<file path="src/rtl/seq_detector_core_if.sv">
// CPU-side command/stream bus of the sequence detector plus its result/status outputs.
// The master drives the command fields; the slave (detector core) drives the results.
interface seq_detector_core_if #(
  parameter int DATA_W = 4,
  parameter int CNT_W  = 8
);
  logic              in_valid;
  logic [1:0]        mode;
  logic [DATA_W-1:0] data_in;
  logic              match;
  logic [CNT_W-1:0]  match_cnt;
  logic              out_valid;
  logic              pat_loaded;

  modport master (
    output in_valid, mode, data_in,
    input  match, match_cnt, out_valid, pat_loaded
  );

  modport slave (
    input  in_valid, mode, data_in,
    output match, match_cnt, out_valid, pat_loaded
  );
endinterface

</file>
<file path="src/rtl/seq_detector_core.sv">
// Pattern loader and overlapping/non-overlapping nibble-stream matcher with saturating count.
// Optional macro SEQ_WILDCARD_EN: an all-ones pattern nibble matches any stream nibble.
module seq_detector_core #(
  parameter int DATA_W  = 4,
  parameter int PAT_LEN = 4,
  parameter int CNT_W   = 8
) (
  input  logic                clk_i,
  input  logic                rst_i,
  seq_detector_core_if.slave  bus
);
  localparam int IDX_W = (PAT_LEN > 1) ? $clog2(PAT_LEN) : 1;
  localparam logic [IDX_W-1:0] FULL = IDX_W'(PAT_LEN - 1);

  typedef enum logic [1:0] {ST_IDLE, ST_LOAD, ST_DETECT} state_e;

  state_e                          state_q, state_d;
  logic [PAT_LEN-1:0][DATA_W-1:0]  shadow_q, shadow_d;
  logic [PAT_LEN-1:0][DATA_W-1:0]  pattern_q, pattern_d;
  logic [PAT_LEN-2:0][DATA_W-1:0]  hist_q, hist_d, hist_shift;
  logic [IDX_W-1:0]                load_idx_q, load_idx_d;
  logic [IDX_W-1:0]                hist_cnt_q, hist_cnt_d;
  logic                            overlap_q, overlap_d;
  logic                            pat_loaded_q, pat_loaded_d;
  logic                            match_q, match_d;
  logic                            out_valid_q, out_valid_d;
  logic [CNT_W-1:0]                match_cnt_q, match_cnt_d;
  logic [CNT_W-1:0]                cnt_inc;
  logic [PAT_LEN-1:0]              pos_hit;
  logic                            window_hit;

  // Window position 0 is the oldest nibble and lines up with the first loaded pattern nibble.
  for (genvar gi = 0; gi < PAT_LEN; gi++) begin : g_cmp
    logic [DATA_W-1:0] win;
    if (gi == PAT_LEN - 1) begin : g_new
      assign win = bus.data_in;
    end else begin : g_old
      assign win = hist_q[PAT_LEN-2-gi];
    end
`ifdef SEQ_WILDCARD_EN
    assign pos_hit[gi] = (pattern_q[gi] == {DATA_W{1'b1}}) || (pattern_q[gi] == win);
`else
    assign pos_hit[gi] = (pattern_q[gi] == win);
`endif
  end

  for (genvar gi = 0; gi < PAT_LEN - 1; gi++) begin : g_shift
    if (gi == 0) begin : g_head
      assign hist_shift[gi] = bus.data_in;
    end else begin : g_tail
      assign hist_shift[gi] = hist_q[gi-1];
    end
  end

  assign window_hit = (&pos_hit) && pat_loaded_q && (hist_cnt_q == FULL);
  assign cnt_inc    = (match_cnt_q == {CNT_W{1'b1}}) ? match_cnt_q : match_cnt_q + CNT_W'(1);

  always_comb begin
    state_d      = state_q;
    shadow_d     = shadow_q;
    pattern_d    = pattern_q;
    hist_d       = hist_q;
    load_idx_d   = load_idx_q;
    hist_cnt_d   = hist_cnt_q;
    overlap_d    = overlap_q;
    pat_loaded_d = pat_loaded_q;
    match_d      = 1'b0;
    out_valid_d  = 1'b0;
    match_cnt_d  = match_cnt_q;

    unique case (state_q)
      ST_IDLE: begin
        if (bus.in_valid) begin
          unique case (bus.mode)
            2'd0: begin
              shadow_d[0] = bus.data_in;
              load_idx_d  = IDX_W'(1);
              state_d     = ST_LOAD;
            end
            2'd1, 2'd2: begin
              overlap_d   = (bus.mode == 2'd2);
              hist_d      = hist_shift;
              hist_cnt_d  = IDX_W'(1);
              match_cnt_d = '0;
              state_d     = ST_DETECT;
            end
            default: match_cnt_d = '0;
          endcase
        end
      end
      ST_LOAD: begin
        if (bus.in_valid) begin
          shadow_d[load_idx_q] = bus.data_in;
          if (load_idx_q == FULL) begin
            pattern_d    = shadow_d;
            pat_loaded_d = 1'b1;
            load_idx_d   = '0;
            state_d      = ST_IDLE;
          end else begin
            load_idx_d = load_idx_q + IDX_W'(1);
          end
        end else begin
          // Aborted load: the previously held pattern stays valid.
          load_idx_d = '0;
          state_d    = ST_IDLE;
        end
      end
      ST_DETECT: begin
        if (bus.in_valid) begin
          hist_d = hist_shift;
          if (window_hit) begin
            match_d     = 1'b1;
            match_cnt_d = cnt_inc;
            hist_cnt_d  = overlap_q ? hist_cnt_q : '0;
          end else if (hist_cnt_q != FULL) begin
            hist_cnt_d = hist_cnt_q + IDX_W'(1);
          end
        end else begin
          out_valid_d = 1'b1;
          hist_cnt_d  = '0;
          state_d     = ST_IDLE;
        end
      end
      default: state_d = ST_IDLE;
    endcase
  end

  always_ff @(posedge clk_i) begin
    if (rst_i) begin
      state_q      <= ST_IDLE;
      shadow_q     <= '0;
      pattern_q    <= '0;
      hist_q       <= '0;
      load_idx_q   <= '0;
      hist_cnt_q   <= '0;
      overlap_q    <= 1'b0;
      pat_loaded_q <= 1'b0;
      match_q      <= 1'b0;
      out_valid_q  <= 1'b0;
      match_cnt_q  <= '0;
    end else begin
      state_q      <= state_d;
      shadow_q     <= shadow_d;
      pattern_q    <= pattern_d;
      hist_q       <= hist_d;
      load_idx_q   <= load_idx_d;
      hist_cnt_q   <= hist_cnt_d;
      overlap_q    <= overlap_d;
      pat_loaded_q <= pat_loaded_d;
      match_q      <= match_d;
      out_valid_q  <= out_valid_d;
      match_cnt_q  <= match_cnt_d;
    end
  end

  assign bus.match      = match_q;
  assign bus.match_cnt  = match_cnt_q;
  assign bus.out_valid  = out_valid_q;
  assign bus.pat_loaded = pat_loaded_q;
endmodule
</file>
<file path="src/flat_wrapper.sv">
// flat-port wrapper written by rule: the top's interface ports become plain ports
module seq_detector_core_flat 
#(
  parameter int DATA_W  = 4,
  parameter int PAT_LEN = 4,
  parameter int CNT_W   = 8
)
  (clk_i, rst_i, bus_in_valid, bus_mode, bus_data_in, bus_match, bus_match_cnt, bus_out_valid, bus_pat_loaded);
  seq_detector_core_if #(.DATA_W(DATA_W), .CNT_W(CNT_W)) bus_i ();
  input  logic clk_i;
  input  logic rst_i;
  input wire logic [$bits(bus_i.in_valid)-1:0] bus_in_valid;
  input wire logic [$bits(bus_i.mode)-1:0] bus_mode;
  input wire logic [$bits(bus_i.data_in)-1:0] bus_data_in;
  output wire logic [$bits(bus_i.match)-1:0] bus_match;
  output wire logic [$bits(bus_i.match_cnt)-1:0] bus_match_cnt;
  output wire logic [$bits(bus_i.out_valid)-1:0] bus_out_valid;
  output wire logic [$bits(bus_i.pat_loaded)-1:0] bus_pat_loaded;
  assign bus_i.in_valid = bus_in_valid;
  assign bus_i.mode = bus_mode;
  assign bus_i.data_in = bus_data_in;
  assign bus_match = bus_i.match;
  assign bus_match_cnt = bus_i.match_cnt;
  assign bus_out_valid = bus_i.out_valid;
  assign bus_pat_loaded = bus_i.pat_loaded;
  seq_detector_core #(.DATA_W(DATA_W), .PAT_LEN(PAT_LEN), .CNT_W(CNT_W)) u_core (.clk_i(clk_i), .rst_i(rst_i), .bus(bus_i));
endmodule
</file>
<file path="config.mk">
export PLATFORM = sky130hd
export DESIGN_NAME = seq_detector_core_flat
export DESIGN_NICKNAME = d
export VERILOG_FILES = /design/src/rtl/seq_detector_core_if.sv /design/src/rtl/seq_detector_core.sv /design/src/flat_wrapper.sv
export SDC_FILE = /design/constraint.sdc
export NUM_CORES = 1
export LEC_CHECK = 0
export ABC_AREA = 1
export BUFFER_PORTS_ARGS = -buffer_cell sky130_fd_sc_hd__buf_2
export CELL_PAD_IN_SITES_DETAIL_PLACEMENT = 0
export CELL_PAD_IN_SITES_GLOBAL_PLACEMENT = 1
export CORE_MARGIN = 2
export CORE_UTILIZATION = 30
export DETAILED_ROUTE_END_ITERATION = 8
export PLACE_DENSITY = 0.6
export SLEW_MARGIN = 15
export SYNTH_ARGS = -nofsm -noshare
export SYNTH_HDL_FRONTEND = slang
export SYNTH_SLANG_ARGS = --single-unit
</file>
<file path="constraint.sdc">
create_clock -name clk_i -period 1.5 [get_ports clk_i]
set_input_delay 0.225 -clock clk_i [delete_from_list [all_inputs] [get_ports clk_i]]
set_output_delay 0.225 -clock clk_i [all_outputs]
set_load 0.02 [all_outputs]
</file>
### Yosys cells after proc, flatten, opt, wreduce, memory -nomap -nowiden

Cells that the tools add are included.

| word-level totals | value |
|---|---|
| output and inout port bits | 11 |
| input bits | 9 |
| register bits after elaboration | 62 |

| cells by class | value |
|---|---|
| eq/ne operators | 25 |
| mux-type cells | 37 |
| reduce and logical (&&, ||, !) cells | 20 |
| bitwise gates (word level) | 2 |
| add/subtract/negate cells | 3 |
| $lt $le $gt $ge | 2 |

Operators with widths:

| cell | number |
|---|---|
| two-way mux 8 bit | 5 |
| two-way mux 12 bit | 3 |
| two-way mux 2 bit | 14 |
| case mux 12 bit (2 select lines) | 1 |
| != test 2 bit (second input constant) | 9 |
| bitwise mux 16 bit | 1 |
| == test 4 bit | 4 |
| two-way mux 4 bit | 4 |
| case mux 8 bit (2 select lines) | 1 |
| AND reduction 4 bit | 4 |
| case mux 2 bit (2 select lines) | 3 |
| AND reduction 3 bit | 3 |
| adder 8 x 1 -> 8 bit (second input constant) | 1 |
| demux 4 bit (select 2 bit) | 1 |
| == test 2 bit (second input constant) | 4 |
| == test 8 bit (second input constant) | 1 |
| case mux 4 bit (2 select lines) | 1 |
| case mux 2 bit (3 select lines) | 1 |
| AND reduction 6 bit | 1 |
| AND reduction 5 bit | 1 |
| adder 2 x 1 -> 2 bit (second input constant) | 2 |
| == test 2 x 1 -> 1 bit (second input constant) | 2 |
| logical NOT 2 bit | 2 |
| != test 4 x 2 -> 1 bit (second input constant) | 1 |
| 13 further kinds | 19 |

### Longest topological paths before layout

Gate-level depths: netlist of the first run.

| logic depth | value |
|---|---|
| depth after elaboration | 7 |
| gate-level depth with buffers | 14 |
| mapped depth without buffers | 14 |

### Worst setup path after synthesis of the first run

Ideal clock, no wire load.

| timing path | value |
|---|---|
| path kind | register to register |
| start point | reg u_core.match_cnt_q[0], in the netlist u_core.bus.match_cnt[0] |
| end point | reg u_core.match_cnt_q[2], in the netlist u_core.bus.match_cnt[2] |
| required time | 1.384 ns |
| slack | -0.186 ns |
| arrival | 1.570 ns |
| period minus slack after synthesis | 1.686 ns |
| cell stages (with the launch flop) | 10 |
| library setup time | 0.116 ns |
| path buffers | 1 |
| cells stage by stage | dfxtp_1 > ha_1 > nand4_1 > nor2_1 > a21oi_1 > nand4_2 > nand2_4 > buf_6 > a21oi_1 > nor2_1 |

| between the ends | value |
|---|---|
| longest elaborated chain between the ends | 5 |
| elaborated cells between the ends (all ways) | 8 |
| those cells by class | add/sub (1); eq/ne (2); mux (4); reduce/logical (1) |

Ends and longest elaborated chain:

| element | line | text |
|---|---|---|
| start: declaration | seq_detector_core.sv:27 | `logic [CNT_W-1:0] match_cnt_q, match_cnt_d;` |
| start signal: assignment | seq_detector_core.sv:152 | `match_cnt_q <= match_cnt_d;` |
| adder 8 x 1 -> 8 bit | seq_detector_core.sv:56 | `assign cnt_inc = (match_cnt_q == {CNT_W{1'b1}}) ? match_cnt_q : match_cnt_q + CNT_W'(1);` |
| two-way mux 8 bit | seq_detector_core.sv:56 |  |
| two-way mux 8 bit | seq_detector_core.sv:111 | `if (window_hit) begin` |
| two-way mux 8 bit | seq_detector_core.sv:109 | `if (bus.in_valid) begin` |
| case mux 8 bit (2 select lines) | seq_detector_core.sv:71 | `unique case (state_q)` |

Parallel ways exist; a longest one is shown, timed or not. The select of a mux whose other input is x is not followed.
A chain may end at the register's enable or synchronous reset.

### Worst setup path in the final report of the first run

| timing path | value |
|---|---|
| start point | reg u_core.pattern_q[7] (netlist bit) |
| end point | reg u_core.match_cnt_q[1], in the netlist u_core.bus.match_cnt[1] |

| between the ends | value |
|---|---|
| longest elaborated chain between the ends | 6 |

Ends and longest elaborated chain:

| element | line | text |
|---|---|---|
| start: declaration | seq_detector_core.sv:19 | `logic [PAT_LEN-1:0][DATA_W-1:0] pattern_q, pattern_d;` |
| start signal: assignment | seq_detector_core.sv:144 | `pattern_q <= pattern_d;` |
| == test 4 bit | seq_detector_core.sv:43 | `assign pos_hit[gi] = (pattern_q[gi] == win);` |
| AND reduction 4 bit | seq_detector_core.sv:55 | `assign window_hit = (&pos_hit) && pat_loaded_q && (hist_cnt_q == FULL);` |
| logical AND 1 bit (2 in a row) | seq_detector_core.sv:55 |  |
| != test 2 x 1 -> 1 bit (no line) | n/a |  |
| AND reduction 6 bit (no line) | n/a |  |

No other way between the ends.

==> impl_metrics.env, run 1 <==
export IMPL_syn_to_final_growth_pct=37.7
export IMPL_ff2ff_path_depth=13
export IMPL_die_height_um=103
export IMPL_cellPowerDensity_nw_per_um2=1010
export IMPL_power_uw=4120
export IMPL_synth_cell_type_count=32
export IMPL_crit_slowest_cell="dfxtp_2"
export IMPL_drive_above_1_share_pct=34.8
export IMPL_leakage_uw=0.00175
export IMPL_finalClockSkew_ps=13.4
export IMPL_critPathMaxFanout=8
export IMPL_finalSetupViolCount=8
export IMPL_ir_worst_vdd_mv=0.452
export IMPL_relSlewSlack_pct=78.6
export IMPL_switchingPower_uw=1310
export IMPL_r2r_slack_ps=-50
export IMPL_synth_fp_nets=454
export IMPL_violations="negative setup slack"
export IMPL_fin_ws_ps=-54.4
export IMPL_reg2reg_from="u_core.pattern_q[7]"
export IMPL_clockPowerShare_pct=33.9
export IMPL_fp_dieW_um=103
export IMPL_clk_latency_ps=340
export IMPL_nets=535
export IMPL_cap_violations=0
export IMPL_place_gp_congestion=0.773
export IMPL_ys_seq_area_share_pct=39.4
export IMPL_share_comb_of_total_power_pct=24.0
export IMPL_dp_cells=634
export IMPL_worstHoldPathCells=2
export IMPL_final_cell_mix="nand2_1 (76), a21oi_1 (61), buf_4 (61)"
export IMPL_synthCells=437
export IMPL_finalWirelength_um=8490
export IMPL_htreeDepth=3
export IMPL_clkTransAtPathRegs_ps=80
export IMPL_port_buffers=19
export IMPL_ys_warn_count=0
export IMPL_rsz0062_at_grt="true"
export IMPL_io_pin_count=20
export IMPL_fin_crit_ps=1550
export IMPL_wl_per_cell_um=12.9
export IMPL_grt_pass1_vias=2755
export IMPL_via_per_inst=4.58
export IMPL_dr_total_vias=3003
export IMPL_path_delay_family="simple AND/OR/NAND/NOR gates"
export IMPL_pre_cts_ws_ps=-121
export IMPL_fp_coreArea_um2=9640
export IMPL_finalMaxSlewViolations=0
export IMPL_p_int_uw=2800
export IMPL_synth_ff_type="dfxtp_1"
export IMPL_grt_pass1_wl_um=13600
export IMPL_cts_buffers=9
export IMPL_grt_start_max_net_pins=48
export IMPL_grt_antenna_before_repair=0
export IMPL_clockBufferDepth=2
export IMPL_tritoncts="yes"
export IMPL_finalHoldViolCount=0
export IMPL_crit_path_frequent_cell="nand2_1"
export IMPL_required_ps=1720
export IMPL_drt_pass1_iterations=4
export IMPL_drtAntennaViolNets=0
export IMPL_num_antenna_cells=0
export IMPL_clock_fmax_mhz=643
export IMPL_ys_ff_latch=58
export IMPL_critPathBufInv=2
export IMPL_p_seq_share_pct=42.1
export IMPL_min_path_type="input port to flip-flop"
export IMPL_worstPathArrival_ps=1780
export IMPL_root_buffer="clkbuf_8"
export IMPL_cts_sinks=58
export IMPL_initial_utilization_pct=30.6
export IMPL_status="finished, violations left"
export IMPL_track_usage_pct=16.9
export IMPL_syn_area_um2=2950
export IMPL_grt_overflow=0
export IMPL_dp_hpwl_um=5780
export IMPL_critPathCaptureType="flip-flop"
export IMPL_worst_pin_slew_ps=318
export IMPL_fill_cells=1044
export IMPL_min_from="rst_i"
export IMPL_async_flop_share_pct=0
export IMPL_r2r_end="u_core.bus.match_cnt[1]"
export IMPL_max_stage_delay_ps=350
export IMPL_avgSynthCellArea_um2=6.75
export IMPL_hold_end="u_core.state_q[1]"
export IMPL_min_period_over_period_pct=104
export IMPL_rows=36
export IMPL_worst_setup_path_start_kind="flip-flop"
export IMPL_worstSetupPathType="flip-flop to flip-flop"
export IMPL_cts_hold_buf=0
export IMPL_drt_drc_violations_left=0
export IMPL_drtIter0Drc=112
export IMPL_fp_dieArea_um2=10600
export IMPL_netSwitchingFraction_pct=31.9
export IMPL_path_cells="inv_2 -> nand2_2 -> nand2_1 -> inv_1 -> nand2_2 -> nor2_1 -> nand2_1 -> nor2_4 -> nand4_4 -> nand2_8 -> nand3_1 -> nand2_1 -> nor2_1"
export IMPL_synth_edf_count=0
export IMPL_mostFrequentLayoutCell="nand2_1"
export IMPL_final_cells=656
[timing repair]
action                                  in CTS  in global routing
pin swaps                                    3                 14
resized for setup                           14                 46
endpoints found under the setup margin       9                 37
cloned                                       1                  1
setup buffers                                0                  4
[worst register-to-register path, delay by kind of cell, from the launching register on]
family / cells / cell delay, ps
AND/OR/NAND/NOR: 11 / 1010
flip-flops: 1 / 350
buffers and inverters: 2 / 100
[cell usage after synthesis (all sizes together), types with 2 or more instances]
cell type / instances / area, um^2
nand4: 6 / 43.8
ha: 8 / 100
o21ai: 57 / 285
inv: 66 / 248
nor2: 36 / 155
nand2: 89 / 342
clkbuf: 9 / 33.8
nor3: 4 / 20.0
o2111ai: 2 / 17.5
nand3: 24 / 120
dfxtp: 58 / 1160
a21oi: 62 / 314
buf: 6 / 35.0
or2: 2 / 12.5
[state kept, by name (all words and copies together) (netlist names)]
name / count
u_core.shadow_q: 12
u_core.pattern_q: 16
u_core.bus.match_cnt: 8
u_core.load_idx_q: 2
u_core.bus.match: 1
u_core.g_cmp.win: 12
u_core.state_q: 2
u_core.bus.pat_loaded: 1
u_core.bus.out_valid: 1
u_core.hist_cnt_q: 2
u_core.overlap_q: 1
[cell type report]
type / count / area (um^2) / area share [%]
tap: 133 / 166 / 4.10
sequential: 58 / 1190 / 29.3
multi-input combinational: 299 / 1630 / 40.2
clock inverter: 4 / 23.8 / 0.586
timing repair buffer: 84 / 638 / 15.7
inverter: 66 / 248 / 6.10
clock buffer: 12 / 165 / 4.07
[power groups by stage]
stage	Sequential [uW]	Combinational, uW	Clock (uW)
2_1_floorplan	1790	485	0
4_1_cts	1730	882	1450
3_3_place_gp	1760	860	0
3_5_place_dp	1760	862	0
6_report	1730	989	1400
5_1_grt	1750	1100	1510
[kinds of logic (layout without fill, tap and decap cells)]
| family | after synthesis | in the layout | synth area share [%] |
|---|---|---|---|
| simple gates | 164 | 165 | 24.2 |
| compound gates | 124 | 124 | 21.7 |
| buf+inv | 81 | 166 | 10.7 |
| flops | 58 | 58 | 39.4 |
| fa+ha+maj | 8 | 8 | 3.39 |
| xor+xnor | 2 | 2 | 0.594 |
[layer usage]
layer	track usage [%]	up-vias	share of wire (%)	wire, um
met5	0	-	0	0
li1	-	1592	-	-
met4	5.47	0	0.87	74
met2	24.6	43	43	3630
met3	3.73	7	2.7	227
met1	24.6	1361	54	4560
[through the flow]
stage | TNS, ps | util (%) | hold slack, ps | area (um^2)
final | -330 | 42.1 | 230 | 4060
after global routing | -1620 | 42.1 | 229 | 4060
after CTS | -318 | 40.3 | 208 | 3880
after detailed placement | -955 | 37.9 | 439 | 3650
after global placement | -930 | 37.9 | 432 | 3650
after floorplan | 0 | - | 303 | 2970
[how the worst max path moves through the flow]
stage / cells past startpoint / from / slack (ps) / endpoint
finish: 13 / u_core.pattern_q[7] / -50 / u_core.bus.match_cnt[1]
global route: 13 / u_core.g_cmp[1].win[3] / -190 / u_core.bus.match_cnt[7]
CTS: 12 / u_core.pattern_q[14] / -50 / u_core.bus.match_cnt[3]
detailed placement: 13 / bus_data_in[2] / -120 / u_core.bus.match_cnt[3]
global placement: 13 / bus_data_in[2] / -120 / u_core.bus.match_cnt[0]
floorplan: 9 / u_core.bus.match_cnt[0] / 0.6 / u_core.bus.match_cnt[2]
Note: power is estimated with default switching activity, not from simulation.
==> inputs of run 2 (changes only) <==
--- a/config.mk
+++ b/config.mk
@@ -10,9 +10,10 @@
 export CELL_PAD_IN_SITES_DETAIL_PLACEMENT = 0
 export CELL_PAD_IN_SITES_GLOBAL_PLACEMENT = 1
 export CORE_MARGIN = 2
-export CORE_UTILIZATION = 30
+export CORE_UTILIZATION = 35
 export DETAILED_ROUTE_END_ITERATION = 8
-export PLACE_DENSITY = 0.6
+export PLACE_DENSITY = 0.68
+export SETUP_SLACK_MARGIN = 0.3
 export SLEW_MARGIN = 15
 export SYNTH_ARGS = -nofsm -noshare
 export SYNTH_HDL_FRONTEND = slang
==> impl_metrics.env, run 2 (synthesized netlist as in run 1, its figures left out) <==
export IMPL_cts_hold_buf=0
export IMPL_worstPathArrival_ps=1780
export IMPL_place_area_um2=3540
export IMPL_power_uw=4650
export IMPL_ir_worst_vdd_mv=0.573
export IMPL_dr_total_vias=3203
export IMPL_fp_coreArea_um2=8180
export IMPL_max_stage_delay_ps=320
export IMPL_drtIter0Drc=187
export IMPL_netSwitchingFraction_pct=30.2
export IMPL_worst_pin_slew_ps=432
export IMPL_switchingPower_uw=1400
export IMPL_rsz0062_at_grt="true"
export IMPL_die_height_um=95.8
export IMPL_grt_pass1_wl_um=14600
export IMPL_htreeDepth=3
export IMPL_clk_latency_ps=340
export IMPL_multi_input_area_um2=2040
export IMPL_finalMaxSlewViolations=0
export IMPL_fp_dieW_um=95.8
export IMPL_cts_sinks=58
export IMPL_worstSetupPathType="flip-flop to flip-flop"
export IMPL_critPathCaptureType="flip-flop"
export IMPL_finalWirelength_um=9290
export IMPL_dp_hpwl_um=5550
export IMPL_min_period_over_period_pct=103
export IMPL_crit_slowest_cell="dfxtp_2"
export IMPL_worst_setup_path_start_kind="flip-flop"
export IMPL_syn_to_final_growth_pct=63.2
export IMPL_leakage_uw=0.00195
export IMPL_relSlewSlack_pct=71.0
export IMPL_root_buffer="clkbuf_8"
export IMPL_min_path_type="input port to flip-flop"
export IMPL_fp_dieArea_um2=9180
export IMPL_final_cell_mix="nand2_1 (71), buf_4 (50), inv_1 (38)"
export IMPL_drive_above_1_share_pct=51.3
export IMPL_cellPowerDensity_nw_per_um2=966
export IMPL_status="finished, violations left"
export IMPL_fin_crit_ps=1550
export IMPL_fill_cells=758
export IMPL_path_delay_family="simple AND/OR/NAND/NOR gates"
export IMPL_cap_violations=0
export IMPL_p_int_uw=3250
export IMPL_grt_pass1_vias=3020
export IMPL_finalHoldViolCount=0
export IMPL_clkTransAtPathRegs_ps=70
export IMPL_finalSetupViolCount=9
export IMPL_fin_area_um2=4810
export IMPL_crit_path_frequent_cell="nand2_2"
export IMPL_via_per_inst=4.98
export IMPL_wl_per_cell_um=14.5
export IMPL_nets=550
export IMPL_largest_reg_flops=16
export IMPL_grt_start_max_net_pins=29
export IMPL_critPathBufInv=1
export IMPL_tritoncts="yes"
export IMPL_share_comb_of_total_power_pct=27.6
export IMPL_critPathMaxFanout=8
export IMPL_num_antenna_cells=0
export IMPL_grt_antenna_before_repair=0
export IMPL_drt_drc_violations_left=0
export IMPL_path_cells="inv_2 -> nand2_2 -> nand2_2 -> nand2_1 -> nor2_2 -> nand2_2 -> nor2_4 -> nand4_4 -> nand2_4 -> nand3_1 -> nand2_1 -> nor2_1"
export IMPL_place_gp_congestion=0.798
export IMPL_required_ps=1730
export IMPL_clock_fmax_mhz=646
export IMPL_clockPowerShare_pct=34.9
export IMPL_io_pin_count=20
export IMPL_clockBufferDepth=2
export IMPL_cts_buffers=9
export IMPL_track_usage_pct=21.0
export IMPL_port_buffers=19
export IMPL_p_seq_share_pct=37.5
export IMPL_drtAntennaViolNets=0
export IMPL_rows=33
export IMPL_fin_ws_ps=-49.0
export IMPL_seqCellArea_um2=1210
export IMPL_violations="negative setup slack"
export IMPL_top_register="u_core.pattern_q"
export IMPL_drt_pass1_iterations=6
export IMPL_finalClockSkew_ps=12.8
export IMPL_grt_overflow=0
export IMPL_mostFrequentLayoutCell="nand2_1"
export IMPL_initial_utilization_pct=36.1
## run 2: area by class of cell
type	count	share of cell area [%]
multi-input combinational	302	42.4
sequential	58	25.2
timing repair buffer	96	19.3
inverter	66	5.72
clock buffer	15	4.08
tap	105	2.73
clock inverter	1	0.624
## run 2: through the flow
| stage | util (%) | cells | hold WS [ps] | TNS [ps] | setup slack (ps) |
|---|---|---|---|---|---|
| after floorplan | - | 437 | 303 | 0 | 28.7 |
| after CTS | 55.8 | 633 | 221 | -138 | -28.7 |
| final | 58.9 | 643 | 237 | -302 | -49.0 |
| after global routing | 58.9 | 643 | 234 | -1230 | -131 |
| after detailed placement | 43.4 | 596 | 440 | -805 | -103 |
| after global placement | 43.4 | 596 | 432 | -570 | -72.2 |
## run 2: layer usage
layer | wire length, um | global-route usage (%) | vias up
li1 | - | - | 1636
met1 | 4410 | 27.9 | 1510
met2 | 4500 | 34.3 | 43
met3 | 225 | 3.13 | 14
met4 | 155 | 7.98 | 0
met5 | 0 | 0 | -
## run 2: final timing paths
kind / from / end / slack [ps] / depth (start not counted)
worst max-delay path: u_core.pattern_q[14] / u_core.bus.match_cnt[7] / -50 / 12
worst max register to register: u_core.pattern_q[14] / u_core.bus.match_cnt[7] / -50 / 12
worst min register to register: u_core.shadow_q[6] / u_core.shadow_q[6] / 450 / 2
worst min-delay path: bus_data_in[3] / u_core.pattern_q[15] / 240 / 3
## run 2: worst reg2reg max path, cell delays in order, from the launching register on
cell	delay (ps)
dfxtp_2	320
inv_2	60
nand2_2	60
nand2_2	70
nand2_1	70
nor2_2	150
nand2_2	80
nor2_4	180
nand4_4	140
nand2_4	150
nand3_1	90
nand2_1	60
nor2_1	40
## run 2: power groups by stage
| stage | clock [uW] | sequential (uW) | combinational, uW |
|---|---|---|---|
| 5_1_grt | 1720 | 1760 | 1400 |
| 3_3_place_gp | 0 | 1760 | 820 |
| 2_1_floorplan | 0 | 1790 | 500 |
| 4_1_cts | 1660 | 1740 | 1170 |
| 6_report | 1620 | 1740 | 1290 |
| 3_5_place_dp | 0 | 1760 | 828 |
## run 2: what timing repair did
item / CTS / global route
endpoints found under the setup margin: 59 / 59
resized for setup: 168 / 50
pin swaps: 43 / 28
gates cloned: 8 / 1
buffers inserted: 13 / 9
==> inputs of run 3 (changes only) <==
--- a/config.mk
+++ b/config.mk
@@ -18,3 +18,4 @@
 export SYNTH_ARGS = -nofsm -noshare
 export SYNTH_HDL_FRONTEND = slang
 export SYNTH_SLANG_ARGS = --single-unit
+export TNS_END_PERCENT = 10
==> impl_metrics.env, run 3 (synthesized netlist as in run 1, its figures left out) <==
export IMPL_status="finished, violations left"
export IMPL_violations="negative setup slack"
export IMPL_fp_dieW_um=95.8
export IMPL_grt_start_max_net_pins=33
export IMPL_rsz0062_at_grt="true"
export IMPL_grt_pass1_vias=2798
export IMPL_finalMaxSlewViolations=0
export IMPL_mostFrequentLayoutCell="nand2_1"
export IMPL_path_cells="ha_4 -> nand4_1 -> nor2_2 -> a21oi_2 -> nand4_4 -> nand2_8 -> nand3_2 -> nand2_1 -> nor2_1"
export IMPL_r2r_end="u_core.bus.match_cnt[6]"
export IMPL_worstSetupPathType="flip-flop to flip-flop"
export IMPL_min_from="bus_data_in[0]"
export IMPL_pre_cts_ws_ps=-51.3
export IMPL_finalClockSkew_ps=9.96
export IMPL_leakage_uw=0.00178
export IMPL_clkTransAtPathRegs_ps=70
export IMPL_finalHoldViolCount=0
export IMPL_drt_pass1_iterations=5
export IMPL_critPathMaxFanout=8
export IMPL_tritoncts="yes"
export IMPL_required_ps=1730
export IMPL_critPathCaptureType="flip-flop"
export IMPL_top_register="u_core.pattern_q"
export IMPL_drt_drc_violations_left=0
export IMPL_crit_slowest_cell="dfxtp_4"
export IMPL_rows=33
export IMPL_syn_to_final_growth_pct=43.2
export IMPL_min_period_over_period_pct=101
export IMPL_drtAntennaViolNets=0
export IMPL_dr_total_vias=2994
export IMPL_die_height_um=95.8
export IMPL_io_pin_count=20
export IMPL_cts_sinks=58
export IMPL_fin_crit_ps=1510
export IMPL_worstHoldPathCells=3
export IMPL_final_cell_mix="nand2_1 (80), a21oi_1 (53), buf_4 (50)"
export IMPL_clockBufferDepth=2
export IMPL_power_uw=4310
export IMPL_htreeDepth=3
export IMPL_hold_end="u_core.pattern_q[12]"
export IMPL_initial_utilization_pct=36.1
export IMPL_place_gp_congestion=0.819
export IMPL_clk_latency_ps=340
export IMPL_worst_pin_slew_ps=354
export IMPL_ir_worst_vdd_mv=0.461
export IMPL_ff2ff_path_depth=9
export IMPL_drive_above_1_share_pct=40.6
export IMPL_grt_overflow=0
export IMPL_dp_hpwl_um=5530
export IMPL_finalSetupTns_ps=-14.6
export IMPL_wl_per_cell_um=12.9
export IMPL_finalSetupViolCount=3
export IMPL_holdWs_ps=218
export IMPL_largest_reg_flops=16
export IMPL_relSlewSlack_pct=76.2
export IMPL_grt_antenna_before_repair=0
export IMPL_finalWirelength_um=7990
export IMPL_reg2reg_from="u_core.bus.match_cnt[0]"
export IMPL_min_path_type="input port to flip-flop"
export IMPL_cts_hold_buf=0
export IMPL_num_antenna_cells=0
export IMPL_clock_fmax_mhz=663
export IMPL_fp_coreArea_um2=8180
export IMPL_r2r_slack_ps=-8
export IMPL_drtIter0Drc=92
export IMPL_fp_dieArea_um2=9180
export IMPL_cap_violations=0
export IMPL_port_buffers=19
export IMPL_worst_setup_path_start_kind="flip-flop"
export IMPL_track_usage_pct=19.2
export IMPL_cellPowerDensity_nw_per_um2=1020
export IMPL_fin_ws_ps=-8.14
export IMPL_max_stage_delay_ps=360
export IMPL_grt_pass1_wl_um=13500
export IMPL_via_per_inst=4.83
export IMPL_nets=528
export IMPL_worstPathArrival_ps=1740
export IMPL_cts_buffers=9
export IMPL_root_buffer="clkbuf_8"
[run 3: critical path, delay by kind of cell (launching register included)]
kind	cells	cell delay (ps)
flip-flops	1	360
adder cells (fa/ha/maj)	1	160
AO/OA/AOI/OAI	1	190
AND/OR/NAND/NOR	7	690
[run 3: through the flow]
step,cells,cell area (um^2),util [%]
floorplan,437,2970,-
CTS,619,4090,50.0
global route,620,4220,51.7
detailed placement,597,3520,43.1
global placement,597,3520,43.1
finish,620,4220,51.7
[run 3: what timing repair did]
| item | 4_1_cts | 5_1_grt |
|---|---|---|
| buffers inserted | 6 | 1 |
| resized for setup | 118 | 33 |
| pin swaps | 27 | 22 |
| cloned | 1 | 0 |
| endpoints found under the setup margin | 59 | 64 |
[run 3: layout make-up]
class | count | area, um^2
Fill cell | 836 | 3950
Multi-Input combinational cell | 299 | 1830
Sequential cell | 58 | 1200
Timing Repair Buffer | 77 | 591
Inverter | 66 | 270
Clock buffer | 13 | 169
Tap cell | 105 | 131
Clock inverter | 2 | 35.0
[run 3: per-layer routing]
metal | track usage, % | part of all wire, % | wire [um]
met5 | 0 | 0 | 0
met4 | 6.31 | 1.4 | 110
met2 | 29.4 | 46 | 3660
met1 | 26.3 | 50 | 3970
met3 | 4.86 | 3.2 | 255
[run 3: worst max-delay path by stage]
stage                     cells after the start  slack [ps]                 endpoint                     from
after CTS                                    12         -40  u_core.bus.match_cnt[7]     u_core.pattern_q[14]
final                                         9          -8  u_core.bus.match_cnt[6]  u_core.bus.match_cnt[0]
after floorplan                               9          30  u_core.bus.match_cnt[2]  u_core.bus.match_cnt[1]
after global placement                        8         -30   u_core.g_cmp[0].win[3]              bus_mode[0]
after global routing                         11        -150  u_core.bus.match_cnt[6]      u_core.pattern_q[4]
after detailed placement                     11         -50  u_core.bus.match_cnt[3]   u_core.g_cmp[1].win[1]
[run 3: power breakdown]
| group | switching, uW | total, uW | internal, uW |
|---|---|---|---|
| Combinational | 596 | 1050 | 455 |
| Clock | 622 | 1510 | 893 |
| Sequential | 92.9 | 1740 | 1650 |
